## src/rtl/memcpy_seq.sv

```systemverilog
// Multi-cycle word-copy sequencer for the RV32I memcpy extension, with nibble-merged final word.
// Define MEMCPY_ABORT_EN to add the abort input that cuts a copy short.
module memcpy_seq #(
   parameter int unsigned LEN_W = 16
) (
   input  logic             clk,
   input  logic             rst_n,
`ifdef MEMCPY_ABORT_EN
   input  logic             abort,
`endif
   input  logic             start,
   input  logic [31:0]      src_addr,
   input  logic [31:0]      dst_addr,
   input  logic [LEN_W-1:0] len,
   input  logic [2:0]       funct3,
   input  logic [31:0]      mem_rdata,
   output logic [31:0]      mem_addr,
   output logic             mem_re,
   output logic             mem_we,
   output logic [31:0]      mem_wdata,
   output logic             stall,
   output logic             busy,
   output logic             done
);

   typedef enum logic [2:0] {StIdle, StRdSrc, StLatSrc, StLatDst, StWr, StDone} state_e;

   state_e           state_q, state_d;
   logic [31:0]      src_ptr_q, dst_ptr_q;
   logic [31:0]      src_q, dst_q;
   logic [LEN_W-1:0] remaining_q;
   logic [2:0]       funct3_q;

   logic             last_word;
   logic             partial;
   logic             abort_req;
   logic [4:0]       keep_shamt;
   logic [31:0]      src_mask;
   logic [31:0]      merged;

`ifdef MEMCPY_ABORT_EN
   assign abort_req = abort;
`else
   assign abort_req = 1'b0;
`endif

   assign last_word = (remaining_q == LEN_W'(1));
   assign partial   = last_word && (funct3_q != 3'd7);

   // Low 4*(funct3+1) bits come from the source, the rest from the destination.
   assign keep_shamt = 5'd28 - {funct3_q, 2'b00};
   assign src_mask   = 32'hFFFF_FFFF >> keep_shamt;
   assign merged     = (src_q & src_mask) | (dst_q & ~src_mask);

   always_ff @(posedge clk or negedge rst_n) begin
      if (!rst_n) begin
         state_q <= StIdle;
      end else begin
         state_q <= state_d;
      end
   end

   always_comb begin
      state_d = state_q;
      unique case (state_q)
         StIdle: begin
            if (start) begin
               state_d = (len == '0) ? StDone : StRdSrc;
            end
         end
         StRdSrc:  state_d = abort_req ? StDone : StLatSrc;
         StLatSrc: begin
            if (abort_req) begin
               state_d = StDone;
            end else begin
               state_d = partial ? StLatDst : StWr;
            end
         end
         StLatDst: state_d = abort_req ? StDone : StWr;
         // An abort here still lets the current write land.
         StWr:     state_d = (last_word || abort_req) ? StDone : StRdSrc;
         StDone:   state_d = StIdle;
         default:  state_d = StIdle;
      endcase
   end

   always_ff @(posedge clk or negedge rst_n) begin
      if (!rst_n) begin
         src_ptr_q   <= '0;
         dst_ptr_q   <= '0;
         src_q       <= '0;
         dst_q       <= '0;
         remaining_q <= '0;
         funct3_q    <= '0;
      end else begin
         case (state_q)
            StIdle: begin
               if (start) begin
                  src_ptr_q   <= src_addr & 32'hFFFF_FFFC;
                  dst_ptr_q   <= dst_addr & 32'hFFFF_FFFC;
                  remaining_q <= len;
                  funct3_q    <= funct3;
               end
            end
            StLatSrc: src_q <= mem_rdata;
            StLatDst: dst_q <= mem_rdata;
            StWr: begin
               src_ptr_q   <= src_ptr_q + 32'd4;
               dst_ptr_q   <= dst_ptr_q + 32'd4;
               remaining_q <= remaining_q - LEN_W'(1);
            end
            default: ;
         endcase
      end
   end

   always_comb begin
      mem_addr  = '0;
      mem_re    = 1'b0;
      mem_we    = 1'b0;
      mem_wdata = '0;
      stall     = 1'b0;
      done      = 1'b0;
      unique case (state_q)
         StIdle: stall = start;
         StRdSrc: begin
            mem_addr = src_ptr_q;
            mem_re   = 1'b1;
            stall    = 1'b1;
         end
         StLatSrc: begin
            stall = 1'b1;
            // Fetch the old destination word for the final merge.
            if (partial) begin
               mem_addr = dst_ptr_q;
               mem_re   = 1'b1;
            end
         end
         StLatDst: stall = 1'b1;
         StWr: begin
            mem_addr  = dst_ptr_q;
            mem_we    = 1'b1;
            mem_wdata = partial ? merged : src_q;
            stall     = 1'b1;
         end
         StDone:  done = 1'b1;
         default: ;
      endcase
   end

   assign busy = (state_q != StIdle);

endmodule

```

## config.mk

```make
export PLATFORM = sky130hd
export DESIGN_NAME = memcpy_seq
export DESIGN_NICKNAME = d
export VERILOG_FILES = /design/src/rtl/memcpy_seq.sv
export SDC_FILE = /design/constraint.sdc
export NUM_CORES = 1
export LEC_CHECK = 0
export ABC_AREA = 0
export CAP_MARGIN = 25
export CORE_MARGIN = 5
export CORE_UTILIZATION = 55
export CTS_BUF_LIST = sky130_fd_sc_hd__clkbuf_8 sky130_fd_sc_hd__clkbuf_16
export CTS_CLUSTER_SIZE = 10
export DETAILED_ROUTE_END_ITERATION = 8
export PLACE_DENSITY = 0.87
export SLEW_MARGIN = 20
export SYNTH_ARGS = -nofsm -noshare
export SYNTH_HDL_FRONTEND = slang
export SYNTH_SLANG_ARGS = --single-unit
```

## constraint.sdc

```tcl
create_clock -name clk -period 8.7 [get_ports clk]
set_input_delay 2.61 -clock clk [delete_from_list [all_inputs] [get_ports clk]]
set_output_delay 2.61 -clock clk [all_outputs]
set_load 0.1 [all_outputs]
```

## Word-level counts from Yosys, hierarchy flattened

Index checks and enable logic that the tools add are counted.

- Reductions and logical operators: 8
- Shifts and indexed selects: 1
- Muxes and demuxes: 20
- Add/subtract/negate cells: 4
- Eq/ne operators: 8
- Bitwise logic cells: 4

Operators with widths:

| operator | count |
|---|---|
| $mux 32 | 5 |
| $pmux 32 s2 | 2 |
| $pmux 32 s3 | 1 |
| $add 32x3->32 const B | 2 |
| $and 32x32->32 | 2 |
| $not 32->32 | 1 |
| $or 32x32->32 | 1 |
| $pmux 16 s2 | 1 |
| $shr 32x5->32 const A | 1 |
| $eq 16x1->1 const B | 1 |
| $logic_not 16->1 | 1 |
| $mux 16 | 1 |
| $sub 16x1->16 const B | 1 |
| $pmux 3 s5 | 1 |
| $mux 3 | 4 |
| $eq 3x2->1 const B | 2 |
| $eq 3x3->1 const B | 2 |
| $sub 5x5->5 const A | 1 |
| $pmux 1 s2 | 2 |
| $reduce_and 2->1 | 2 |
| $reduce_or 4->1 | 1 |
| $eq 3x1->1 const B | 1 |
| $logic_not 3->1 | 1 |
| $mux 1 | 3 |
| other kinds (5) | 5 |

- Bits of input ports: 118
- Word-level logic and storage cells: 52
- Flip-flop bits (word level): 150
- Output and inout bits: 69

## Logic depth before layout (Yosys ltp)

- Word-level depth: 7
- Gate-level depth with buffers: 9
- Mapped depth without buffers: 6

## Least setup slack after synthesis

Ideal clock, no wire load.

- Path type: input -> output
- Start point: in start
- End point: out stall
- Buffers on the path: 0
- Path slack: 1.856 ns
- Required time: 6.090 ns
- Arrival time: 4.234 ns
- Stages: 2
- Cells stage by stage: nor2_1 > mux2i_1

- Longest elaborated chain between the ends: 1

Ends and longest elaborated chain:

| item | line | source |
|---|---|---|
| start, declared | 11 | `input logic start,` |
| $pmux 1 s2 | 124 | `unique case (state_q)` |
| end, declared | 21 | `output logic stall,` |

Every way passes these cells.

## Worst setup path after layout

Same ends and word-level chain as after synthesis.

==> reports/results.tsv <==
metric	value	unit
postcts setup bufs	0	
register bit count reported by yosys	142	
most common cell after layout, fill and taps aside	clkdlybuf4s50_1	
row count	43	
core area	13900	um^2
drt pass-1 iters	8	
I/O pins	187	
synthesized instance count	812	
final critical-path required period	7.23	ns
clock slew seen by the registers of the worst setup and hold paths	0.06	ns
DPL Wire Length	16000	um
Seq. cell area	3550	um^2
layout cell share with drive strength beyond 1	13.0	%
Worst EP required	6.09	ns
die width	130	um
final WL	24100	um
worst rel slew slack	30.2	%
# diodes	0	
vias in the first global route	7296	
Num CTS Buffers	17	
simple-gate share of the synthesized area	21.7	%
CP arrival	4.62	ns
routed vias/inst	6.46	
crit path cell chain	clkdlybuf4s50_1, nor2_1, mux2i_1, clkdlybuf4s50_1	
Ys Warns	0	
Layout Cells excl Fill	1159	
Post-DRT Antenna Nets	0	
Power Total	0.00445	W
WL/cell	20.8	um
initial antenna violation count	0	
Max VDD drop	0.000296	V
Layout Nets	1088	
Cells after DPL	1125	
leak pwr	4.07	nW
CTS Buffer Depth	2	
number of flops mapped to enable cells by yosys	0	
number of gates resized after CTS	0	
adder-cell share of the synthesized area	0.636	%
count of final hold-check violations	0	
main combinational cell family by area after synthesis	simple AND/OR/NAND/NOR gates	
grt ovf	0	
CP endpoint kind	output pin	
Post-CTS Hold Buffers	0	
largest net degree at the start of global routing	81	
Worst Reg-to-Reg Cells	8	
Seq/Total Area, Yosys	45.2	%
Clock Latency Late Sink	0.43	ns
H-tree levels	4	
clock sinks	142	
max incr delay on CP	1.22	ns
outcome	complete, no violations	
reg-to-reg setup timing slack	5.08	ns
reg2reg start	state_q[0]	
IO buf count	180	
Critical-path top delay cell	clkdlybuf4s50_1	
max-slew violations	0	
multiplexer share of the synthesized area	12.8	%
Setup Skew	0.00816	ns
max-cap violations	0	
most frequent cells in the layout	clkdlybuf4s50_1 (179), dfrtp_1 (142), nor2_1 (93)	
setup TNS	0	ns
area of the multi-input gates	4060	um^2
ys flop type	dfrtp_1	
syn avg cell area	9.68	um^2
Vias	7488	
CTS tree	done	
Iter 0 DRT Violations	948	
Mapped Area	7860	um^2
Hold WS	0.505	ns
ys async rst share	100	%
CP dominant cell by count	clkdlybuf4s50_1	
fraction of the cycle the final worst path needs	83.2	%
clock root buffer	clkbuf_16	
P&R area growth vs syn	31.3	%
PD cells	432	nW/um^2
FF-to-FF End	src_ptr_q[31]	
xor-xnor portion of the synthesized cell area	0.111	%
worst hold path class	register to register	
die area	16800	um^2
total track usage	28.7	%
DP Area	9750	um^2
post-route cell area	10300	um^2
Fmax	138	MHz
Critical Path Fanout Max	3	
Compound-Gate Fraction of Synth Area	16.1	%
CP Class	input port to output pin	
Initial Util	56.4	%
fill count	944	
Cell variety after synth	65	
first-pass GRT wire length	37700	um
CP Capture Point	stall	
# setup viols final	0	
hold_sp	dst_q[5]	
Setup crit start kind	input port	
number of remaining DRC errors	0	
Critical path origin	start	
Die Y	130	um
Slew @ Worst Pin	1.04	ns
RSZ-0062 raised after global routing	no	
placer's final routability congestion estimate	0.910	
## how the worst min path moves through the flow
stage	to	slack [ns]	depth (start not counted)
after floorplan	src_q[0]	0.47	1
after global placement	src_q[3]	0.48	1
after detailed placement	dst_q[24]	0.49	1
after CTS	dst_q[24]	0.51	1
after global routing	dst_q[24]	0.52	1
final	dst_q[5]	0.50	1
## report_power, final
group          switching (W)  leakage, nW  internal, W  total [W]
Clock               0.000317        0.264     0.000373   0.000690
Combinational        0.00163         2.15     0.000772    0.00241
Sequential          0.000365         1.65     0.000992    0.00136
## flip-flops by register name, indices dropped and copies added, names as in the netlist
| name | count |
|---|---|
| src_q | 32 |
| funct3_q | 3 |
| src_ptr_q | 30 |
| dst_ptr_q | 30 |
| state_q | 3 |
| dst_q | 28 |
| remaining_q | 16 |
## kinds of logic after synthesis
group | Yosys count
xor gates and xnor gates | 1
DFF | 142
and+or+nand+nor | 336
muxes | 93
adders and majority gates | 4
other | 1
buffers and inverters | 67
AOI/OAI and AO/OA | 168
## critical path, delay by kind of cell
family,cells,cell delay (ns)
simple gates,1,0.06
mux,1,0.23
buf+inv,2,1.71
## area by class of cell
type	instances	area share, %
Inverter	10	0.364
Clock inverter	15	1.22
Clock buffer	17	4.12
Timing Repair Buffer	191	18.3
Multi-Input combinational cell	604	39.4
Tap cell	180	2.18
Sequential cell	142	34.4
## synthesized netlist by cell type (4+ instances only)
master | instances | area share, %
nor4_1 | 12 | 0.95
a21oi_1 | 15 | 0.95
or4_1 | 6 | 0.57
nor2_1 | 95 | 4.5
a31o_2 | 4 | 0.45
o21ai_0 | 21 | 1.3
or3_1 | 5 | 0.40
o311ai_0 | 8 | 0.89
and4_1 | 9 | 1.0
o21a_1 | 5 | 0.48
buf_1 | 12 | 0.57
a31oi_1 | 7 | 0.56
nor3_1 | 40 | 2.5
and2_1 | 10 | 0.80
mux2i_1 | 33 | 4.2
clkbuf_1 | 34 | 1.6
nand4_1 | 17 | 1.4
a22o_1 | 30 | 3.3
o211ai_1 | 11 | 1.1
dfrtp_1 | 142 | 45
inv_1 | 10 | 0.48
a221o_1 | 4 | 0.51
nand3_1 | 36 | 2.3
a211oi_1 | 24 | 2.3
o22ai_1 | 8 | 0.64
a311oi_1 | 7 | 0.78
mux2_2 | 60 | 8.6
ha_1 | 4 | 0.64
and3_1 | 17 | 1.4
nand2_1 | 67 | 3.2
buf_2 | 9 | 0.57
## metal layers
layer  share of wire [%]  global-route usage [%]  vias to the layer above  routed length (um)
li1                    -                       -                     3356                   -
met1                  38                    37.2                     3573                9270
met2                  46                    44.3                      481               11200
met3                  12                    9.85                       78                2880
met4                 3.2                    11.8                        0                 767
met5                   0                       0                        -                   0
## through the flow
step	setup WS [ns]	util [%]
after floorplan	1.86	-
after global placement	1.49	70.0
after detailed placement	1.47	70.0
after CTS	1.41	73.9
after global routing	1.42	74.1
final	1.47	74.1
No activity file was read; power rests on OpenSTA's default activity.
